--- config.mk ---
export PLATFORM = sky130hd
export DESIGN_NAME = mem_sched_flat
export DESIGN_NICKNAME = d
export VERILOG_FILES = /design/src/rtl/mem_sched_pkg.sv /design/src/rtl/mem_sched_if.sv /design/src/rtl/mem_sched_rr_pick.sv /design/src/rtl/mem_sched.sv /design/src/flat_wrapper.sv
export SDC_FILE = /design/constraint.sdc
export NUM_CORES = 1
export LEC_CHECK = 0
export ABC_AREA = 0
export CAP_MARGIN = 20
export CORE_AREA = 4 4 104 106
export CTS_CLUSTER_DIAMETER = 60
export DETAILED_ROUTE_END_ITERATION = 8
export DIE_AREA = 0 0 108 110
export SYNTH_ARGS = -nofsm -noshare
export SYNTH_HDL_FRONTEND = slang
export SYNTH_SLANG_ARGS = --single-unit
--- constraint.sdc ---
create_clock -name clk -period 3 [get_ports clk]
set_clock_uncertainty 0.1 [all_clocks]
set_input_delay 0.6 -clock clk [delete_from_list [all_inputs] [get_ports clk]]
set_output_delay 0.6 -clock clk [all_outputs]
set_load 0.02 [all_outputs]
--- src/rtl/mem_sched_pkg.sv ---
// Shared definitions for the memory scheduler slice.
//   - Scheduler state encoding (IDLE=0, BUSY=1, FAULT=2).
//   - Memory bus field widths and the stall-counter width.
package core_pkg;

    localparam int ADDR_W = 32;
    localparam int DATA_W = 32;
    localparam int STRB_W = 4;
    localparam int TMO_W  = 16;

    typedef enum logic [1:0] {
        ST_IDLE  = 2'd0,
        ST_BUSY  = 2'd1,
        ST_FAULT = 2'd2
    } sched_state_t;

endpackage

--- src/rtl/mem_sched_if.sv ---
// Requester-side and memory-side signals of the memory scheduler.
//   master : the scheduler's view (consumes requests, drives the memory port)
//   slave  : the environment's view (requesters plus memory)
// Packed per-requester fields: requester i occupies [W*i +: W].
interface mem_sched_if
    import core_pkg::*;
#(
    parameter int NREQ = 2
);

    logic [NREQ-1:0]        req_valid;
    logic [NREQ-1:0]        req_ready;
    logic [ADDR_W*NREQ-1:0] req_addr;
    logic [DATA_W*NREQ-1:0] req_wdata;
    logic [STRB_W*NREQ-1:0] req_wstrb;
    logic [DATA_W-1:0]      req_rdata;

    logic                   mem_valid;
    logic                   mem_ready;
    logic [ADDR_W-1:0]      mem_addr;
    logic [DATA_W-1:0]      mem_wdata;
    logic [STRB_W-1:0]      mem_wstrb;
    logic [DATA_W-1:0]      mem_rdata;

    logic                   fault;

    modport master (
        input  req_valid, req_addr, req_wdata, req_wstrb, mem_ready, mem_rdata,
        output req_ready, req_rdata, mem_valid, mem_addr, mem_wdata, mem_wstrb, fault
    );

    modport slave (
        output req_valid, req_addr, req_wdata, req_wstrb, mem_ready, mem_rdata,
        input  req_ready, req_rdata, mem_valid, mem_addr, mem_wdata, mem_wstrb, fault
    );

endinterface

--- src/rtl/mem_sched_rr_pick.sv ---
// rr_pick: combinational circular priority picker.
//   req : request vector
//   ptr : index with highest priority
//   any : at least one request set
//   idx : first set index scanning upward from ptr, wrapping NREQ-1 -> 0
// The wrap is an explicit subtraction so non-power-of-2 NREQ works.
module rr_pick #(
    parameter  int NREQ = 2,
    localparam int PW   = $clog2(NREQ)
) (
    input  logic [NREQ-1:0] req,
    input  logic [PW-1:0]   ptr,
    output logic            any,
    output logic [PW-1:0]   idx
);

    always_comb begin
        int cand;
        any  = 1'b0;
        idx  = ptr;
        cand = 0;
        for (int i = 0; i < NREQ; i++) begin
            cand = int'(ptr) + i;
            if (cand >= NREQ) begin
                cand = cand - NREQ;
            end
            if (!any && req[PW'(cand)]) begin
                any = 1'b1;
                idx = PW'(cand);
            end
        end
    end

endmodule

--- src/rtl/mem_sched.sv ---
// mem_sched: round-robin scheduler sharing one memory port among NREQ
// requesters. A transaction is granted whole and held until mem_ready; the
// next arbitration starts from the requester after the last completed grant.
//
// Ports:
//   clk  - clock, rising edge
//   rst  - asynchronous, active-low reset
//   bus  - mem_sched_if.master (requester handshakes, memory port, fault)
// Parameters:
//   NREQ    - number of requesters, 2..8
//   TIMEOUT - stalled BUSY cycles tolerated before fault (timeout build only)
// Build option:
//   MEM_SCHED_TIMEOUT_EN - enables the stall counter and the sticky FAULT
//   state; without it BUSY waits indefinitely and fault is tied low.
//
// state | meaning
// ------+---------------------------------------------------------------
// IDLE  | no access in flight; arbitrate among req_valid from ptr
// BUSY  | granted access presented on the memory port until mem_ready
// FAULT | memory stalled past TIMEOUT; port quiet until reset
module mem_sched
    import core_pkg::*;
#(
    parameter int NREQ    = 2,
    parameter int TIMEOUT = 255
) (
    input  logic        clk,
    input  logic        rst,
    mem_sched_if.master bus
);

    localparam int PW = $clog2(NREQ);

    sched_state_t  state_q, state_d;
    logic [PW-1:0] ptr_q, ptr_d;
    logic [PW-1:0] grant_q, grant_d;
    logic          pick_any;
    logic [PW-1:0] pick_idx;
    logic          busy;

    rr_pick #(.NREQ(NREQ)) u_pick (
        .req (bus.req_valid),
        .ptr (ptr_q),
        .any (pick_any),
        .idx (pick_idx)
    );

    assign busy = (state_q == ST_BUSY);

`ifdef MEM_SCHED_TIMEOUT_EN
    logic [TMO_W-1:0] tmo_q;
    logic             tmo_hit;

    assign tmo_hit = (tmo_q == TMO_W'(TIMEOUT));

    // Held at zero through IDLE, which is the same as clearing on BUSY entry.
    always_ff @(posedge clk or negedge rst) begin
        if (!rst) begin
            tmo_q <= '0;
        end else if (state_q == ST_IDLE) begin
            tmo_q <= '0;
        end else if (busy && !bus.mem_ready) begin
            tmo_q <= tmo_q + TMO_W'(1);
        end
    end

    assign bus.fault = (state_q == ST_FAULT);
`else
    assign bus.fault = 1'b0;
`endif

    always_ff @(posedge clk or negedge rst) begin
        if (!rst) begin
            state_q <= ST_IDLE;
            ptr_q   <= '0;
            grant_q <= '0;
        end else begin
            state_q <= state_d;
            ptr_q   <= ptr_d;
            grant_q <= grant_d;
        end
    end

    always_comb begin
        state_d = state_q;
        ptr_d   = ptr_q;
        grant_d = grant_q;
        case (state_q)
            ST_IDLE: begin
                if (pick_any) begin
                    grant_d = pick_idx;
                    state_d = ST_BUSY;
                end
            end
            ST_BUSY: begin
                if (bus.mem_ready) begin
                    ptr_d   = (grant_q == PW'(NREQ - 1)) ? '0 : grant_q + PW'(1);
                    state_d = ST_IDLE;
                end
`ifdef MEM_SCHED_TIMEOUT_EN
                else if (tmo_hit) begin
                    state_d = ST_FAULT;
                end
`endif
            end
`ifdef MEM_SCHED_TIMEOUT_EN
            ST_FAULT: state_d = ST_FAULT;
`endif
            default: state_d = ST_IDLE;
        endcase
    end

    // Completion pulse goes only to the granted requester, straight from mem_ready.
    always_comb begin
        bus.req_ready = '0;
        if (busy) begin
            bus.req_ready[grant_q] = bus.mem_ready;
        end
    end

    assign bus.mem_valid = busy;
    assign bus.mem_addr  = bus.req_addr[int'(grant_q)*ADDR_W +: ADDR_W];
    assign bus.mem_wdata = bus.req_wdata[int'(grant_q)*DATA_W +: DATA_W];
    assign bus.mem_wstrb = busy ? bus.req_wstrb[int'(grant_q)*STRB_W +: STRB_W] : '0;
    assign bus.req_rdata = bus.mem_rdata;

endmodule
--- src/flat_wrapper.sv ---
// flat-port wrapper written by rule: the top's interface ports become plain ports
module mem_sched_flat import core_pkg::*;
#(
    parameter int NREQ    = 2,
    parameter int TIMEOUT = 255
)
  (clk, rst, bus_req_valid, bus_req_addr, bus_req_wdata, bus_req_wstrb, bus_mem_ready, bus_mem_rdata, bus_req_ready, bus_req_rdata, bus_mem_valid, bus_mem_addr, bus_mem_wdata, bus_mem_wstrb, bus_fault);
  mem_sched_if #(.NREQ(NREQ)) bus_i ();
  input  logic clk;
  input  logic rst;
  input wire logic [$bits(bus_i.req_valid)-1:0] bus_req_valid;
  input wire logic [$bits(bus_i.req_addr)-1:0] bus_req_addr;
  input wire logic [$bits(bus_i.req_wdata)-1:0] bus_req_wdata;
  input wire logic [$bits(bus_i.req_wstrb)-1:0] bus_req_wstrb;
  input wire logic [$bits(bus_i.mem_ready)-1:0] bus_mem_ready;
  input wire logic [$bits(bus_i.mem_rdata)-1:0] bus_mem_rdata;
  output wire logic [$bits(bus_i.req_ready)-1:0] bus_req_ready;
  output wire logic [$bits(bus_i.req_rdata)-1:0] bus_req_rdata;
  output wire logic [$bits(bus_i.mem_valid)-1:0] bus_mem_valid;
  output wire logic [$bits(bus_i.mem_addr)-1:0] bus_mem_addr;
  output wire logic [$bits(bus_i.mem_wdata)-1:0] bus_mem_wdata;
  output wire logic [$bits(bus_i.mem_wstrb)-1:0] bus_mem_wstrb;
  output wire logic [$bits(bus_i.fault)-1:0] bus_fault;
  assign bus_i.req_valid = bus_req_valid;
  assign bus_i.req_addr = bus_req_addr;
  assign bus_i.req_wdata = bus_req_wdata;
  assign bus_i.req_wstrb = bus_req_wstrb;
  assign bus_i.mem_ready = bus_mem_ready;
  assign bus_i.mem_rdata = bus_mem_rdata;
  assign bus_req_ready = bus_i.req_ready;
  assign bus_req_rdata = bus_i.req_rdata;
  assign bus_mem_valid = bus_i.mem_valid;
  assign bus_mem_addr = bus_i.mem_addr;
  assign bus_mem_wdata = bus_i.mem_wdata;
  assign bus_mem_wstrb = bus_i.mem_wstrb;
  assign bus_fault = bus_i.fault;
  mem_sched #(.NREQ(NREQ), .TIMEOUT(TIMEOUT)) u_core (.clk(clk), .rst(rst), .bus(bus_i));
endmodule
# Yosys cells after proc, flatten, opt, wreduce, memory -nomap -nowiden
# Cells that the tools add are included.
# Widths: inputs -> output; s select.
[totals]
reg_bits = 4
output_inout_bits = 104
input_bits = 173
[classes]
n_eq_ne = 3
n_mux = 18
shifts = 3
n_lt_le_gt_ge = 6
bitwise = 1
n_addsub = 4
n_reduce_logical = 7
[ops]
columns = ["cell", "count"]
rows = [
  ["$shiftx 64x7->32", 2],
  ["$mux 1", 12],
  ["$shiftx 8x4->4", 1],
  ["$lt 1x3->1 const B", 2],
  ["$mux 2", 3],
  ["$reduce_and 2->1", 3],
  ["$mux 4", 1],
  ["$pmux 2 s2", 1],
  ["$add 1x1->2 const B", 1],
  ["$and 2x2->2", 1],
  ["$eq 2x1->1 const B", 1],
  ["$ge 1x2->1 const B", 1],
  ["$ge 2x2->1 const B", 1],
  ["$logic_and 1x1->1", 2],
  ["$logic_not 2->1", 1],
  ["$lt 1x2->1 const B", 1],
  ["$ne 2x1->1 const B", 1],
  ["$ne 2x2->1 const B", 1],
  ["$sub 1x1->1 const B", 2],
  ["$add 1x1->1 const B", 1],
  ["$demux 1 s1", 1],
  ["$ge 1x1->1 const B", 1],
  ["$logic_not 1->1", 1],
]

# Logic depth before layout (Yosys ltp)
[depth]
ltp_word = 11
mapped_depth = 4
mapped_depth_nobuf = 2

# Modules after synthesis
# Synthesis repeated with hierarchy kept, for this count alone.
[unflattened]
cells_unflattened = 127
area_unflattened_um2 = 1512.7
[by_module_without_submodules]
columns = ["module", "cells_each", "seq_area_each_um2", "n_inst", "area_per_inst_um2"]
rows = [
  ["mem_sched", 125, 75.1, 1, 1497.7],
  ["rr_pick", 2, 0.0, 1, 15.0],
]

# Least setup slack after synthesis
# OpenSTA, ideal clock, no wires.
[synth_path]
path_kind = "register to output"
startpoint = "register u_core.grant_q"
endpoint = "output port bus_mem_wstrb[0]"
arrival_ps = 1066
setup_slack_ps = 1234
stages_incl_launch_ff = 5
required_ps = 2300
path_cell_list = "dfrtp_1 -> buf_6 -> buf_6 -> mux2i_1 -> nor2b_1"
[synth_between]
elab_chain_len = 2
[synth_lines]
columns = ["item", "line_no", "text"]
rows = [
  ["from (decl)", "mem_sched.sv:36", "logic [PW-1:0] grant_q, grant_d;"],
  ["from (signal assigned)", "mem_sched.sv:80", "grant_q <= grant_d;"],
  ["$shiftx 8x4->4", "mem_sched.sv:124", "assign bus.mem_wstrb = busy ? bus.req_wstrb[int'(grant_q)*STRB_W +: STRB_W] : '0;"],
  ["$mux 4", "mem_sched.sv:124", ""],
  ["to (decl)", "flat_wrapper.sv:22", "output wire logic [$bits(bus_i.mem_wstrb)-1:0] bus_mem_wstrb;"],
]
# No other way between the ends.

# Final worst setup path
[layout_path]
startpoint = "register u_core.grant_q"
endpoint = "output port bus_mem_wdata[26]"
[layout_between]
elab_chain_len = 1
[layout_lines]
columns = ["item", "line_no", "text"]
rows = [
  ["$shiftx 64x7->32", "mem_sched.sv:123", "assign bus.mem_wdata = bus.req_wdata[int'(grant_q)*DATA_W +: DATA_W];"],
  ["to (decl)", "flat_wrapper.sv:21", "output wire logic [$bits(bus_i.mem_wdata)-1:0] bus_mem_wdata;"],
]
# No other way between the ends.

==> results.yml <==
timing:
  period_share_pct: 91.1
  hold_violations: 0
  fin_crit_ps: 2730
  max_freq_ghz: 0.366
  rsz0062_at_grt: "false"
  drv_slew: 0
  tns_ps: 0
  finalSetupViolCount: 0
setup_path:
  required_ps: 2300
  crit_slowest_cell: "dfrtp_4"
  end_kind: "primary output"
  rrSetupSlack_ps: 1710
  path_buf_inv: 2
  cp-start-kind: "flop"
  cp_max_fo: 23
  cpLargestDelayFamily: "buffers and inverters"
  slowest_delay_ps: 680
  arrival_ps: 2030
  cp_cell_sequence: "buf_4 -> mux2_4 -> clkdlybuf4s50_1"
  worstSetupPathType: "flop to primary output"
place:
  gp_congestion: 0.638
  dp_hpwl_um: 5720
  port_buffers: 210
floorplan:
  initial_core_util_pct: 15.3
  core-area_mm2: 0.00977
  die_area_mm2: 0.0119
  die_h_um: 110
  rows: 36
  dieWidth_um: 108
  io_pins: 277
synthesis:
  yosysTopAreaCell: "mux2_4"
  ys_ff_latch: 3
  syn_area_mm2: 0.00150
  synth_compound_area_share_pct: 1.00
  synth_fa_ha_area_share_pct: 0
  synthCells: 125
  synth.avg_cell_area_um2: 12.0
  ys_warn_count: 0
  synth_top_area_share_pct: 64.2
  syn-num-nets: 298
  synth-xor-area-share_pct: 0
  synthTopCellsByArea: "mux2_4, buf_4, buf_6"
  ys_seq_area_share_pct: 5.01
  synthSimpleGateAreaFrac_pct: 3.34
  synth_cell_types: 13
  synth_top_family_by_area: "multiplexers"
  synth_mux_area_share_pct: 67.6
cells_and_area:
  mostFrequentLayoutCells: "clkdlybuf4s50_1, mux2_4, nor2b_1, mux2i_1"
  final_common_cell: "clkdlybuf4s50_1"
  diodes: 0
  drive_gt1_share_pct: 24.4
  syn2layout_area_growth_pct: 136
  nNetsFinal: 477
drt:
  vias_per_cell: 3.77
  vias: 1642
  antenna_left: 0
  drc: 0
  drtIter0Drc: 28
  finalWirelength_um: 6380
  post_drt_wl_per_cell_um: 14.6
  firstDrtPassIters: 2
cts:
  holdBufCountCts: 0
  cts_buffers: 3
  cts_tree: "yes"
  clock_latency_ps: 220
  post_cts_resized: 0
  cts.path.max_buffers: 2
  cts-root-buf: "clkbuf_8"
  htree_levels: 1
  post_cts_buffers: 0
  clk_pin_slew_ps: 30
  clock-sinks: 3
power:
  ir_drop_uv: 198
  power_w: 0.00223
  p_leak_nw: 1.49
  p_per_area_mw_per_mm2: 630
global_routing:
  gr-usage-all-layers_pct: 9.22
  grt_pass1_wl_um: 8650
  grt_max_degree: 24
  grt_overflow_total: 0
  antenna_found_initial: 0
  first_global_vias: 1750
flow_run:
  cap_violations: 0
min_path:
  worstHoldPathType: "flop to flop"
run_status:
  status: "complete, no violations"
==> cells in the mapped netlist <==
master   number
buf_6         8
mux2i_1       4
nor2b_1       5
and3_1        1
mux2_4       64
inv_1         1
mux2_2        1
conb_1        1
nand2_1       1
and3b_1       1
a21o_1        2
dfrtp_1       3
buf_4        33
==> path summary, 6_finish.rpt <==
check	start	endpoint	cells after the start
min reg2reg	u_core.ptr_q	u_core.ptr_q	1
max reg2reg	u_core.grant_q	u_core.ptr_q	2
min in group asynchronous	rst	u_core.ptr_q	1
min	u_core.ptr_q	u_core.ptr_q	1
max in group asynchronous	rst	u_core.grant_q	1
max	u_core.grant_q	bus_mem_wdata[26]	3
==> power by group <==
part	total [W]	switching (W)	internal (W)
logic	0.00197	0.000765	0.00120
registers	0.000146	0.0000867	0.0000593
clock network	0.000117	0.0000263	0.0000906
==> registers in the layout, indices dropped and copies added (netlist names) <==
signal / flops
u_core.grant_q: 1
u_core.state_q: 1
u_core.ptr_q: 1
==> metal layers <==
metal / part of all wire, % / GRT usage [%] / up-vias
li1: - / - / 761
met1: 32 / 8.88 / 733
met2: 52 / 17.7 / 134
met3: 14 / 3.55 / 14
met4: 1.8 / 3.61 / 0
met5: 0 / 0 / -
==> kinds of logic (layout without fill, tap and decap cells) <==
logic type,Yosys count,count (layout)
AO/OA/AOI/OAI,2,2
buffers and inverters,42,220
flip-flops,3,3
multiplexers,69,69
other,1,1
AND/OR/NAND/NOR,8,8
==> cell type report <==
| cell class | count | area, um2 |
|---|---|---|
| Inverter | 1 | 3.75 |
| Clock buffer | 4 | 45.0 |
| Sequential cell | 3 | 78.8 |
| Tap cell | 133 | 166 |
| Fill cell | 991 | 6230 |
| Multi-Input combinational cell | 80 | 1080 |
| Timing Repair Buffer | 215 | 2160 |
==> through the flow <==
step | hold slack [ps] | utilization [%] | area, um2 | instances | setup WS [ps]
floorplan | 204 | - | 1500 | 125 | 1230
global placement | 367 | 35.8 | 3490 | 432 | 355
detailed placement | 363 | 35.8 | 3490 | 432 | 346
CTS | 370 | 36.2 | 3540 | 436 | 230
global route | 388 | 36.2 | 3540 | 436 | 174
finish | 374 | 36.2 | 3540 | 436 | 267
Power figures use the tool's default switching activity.
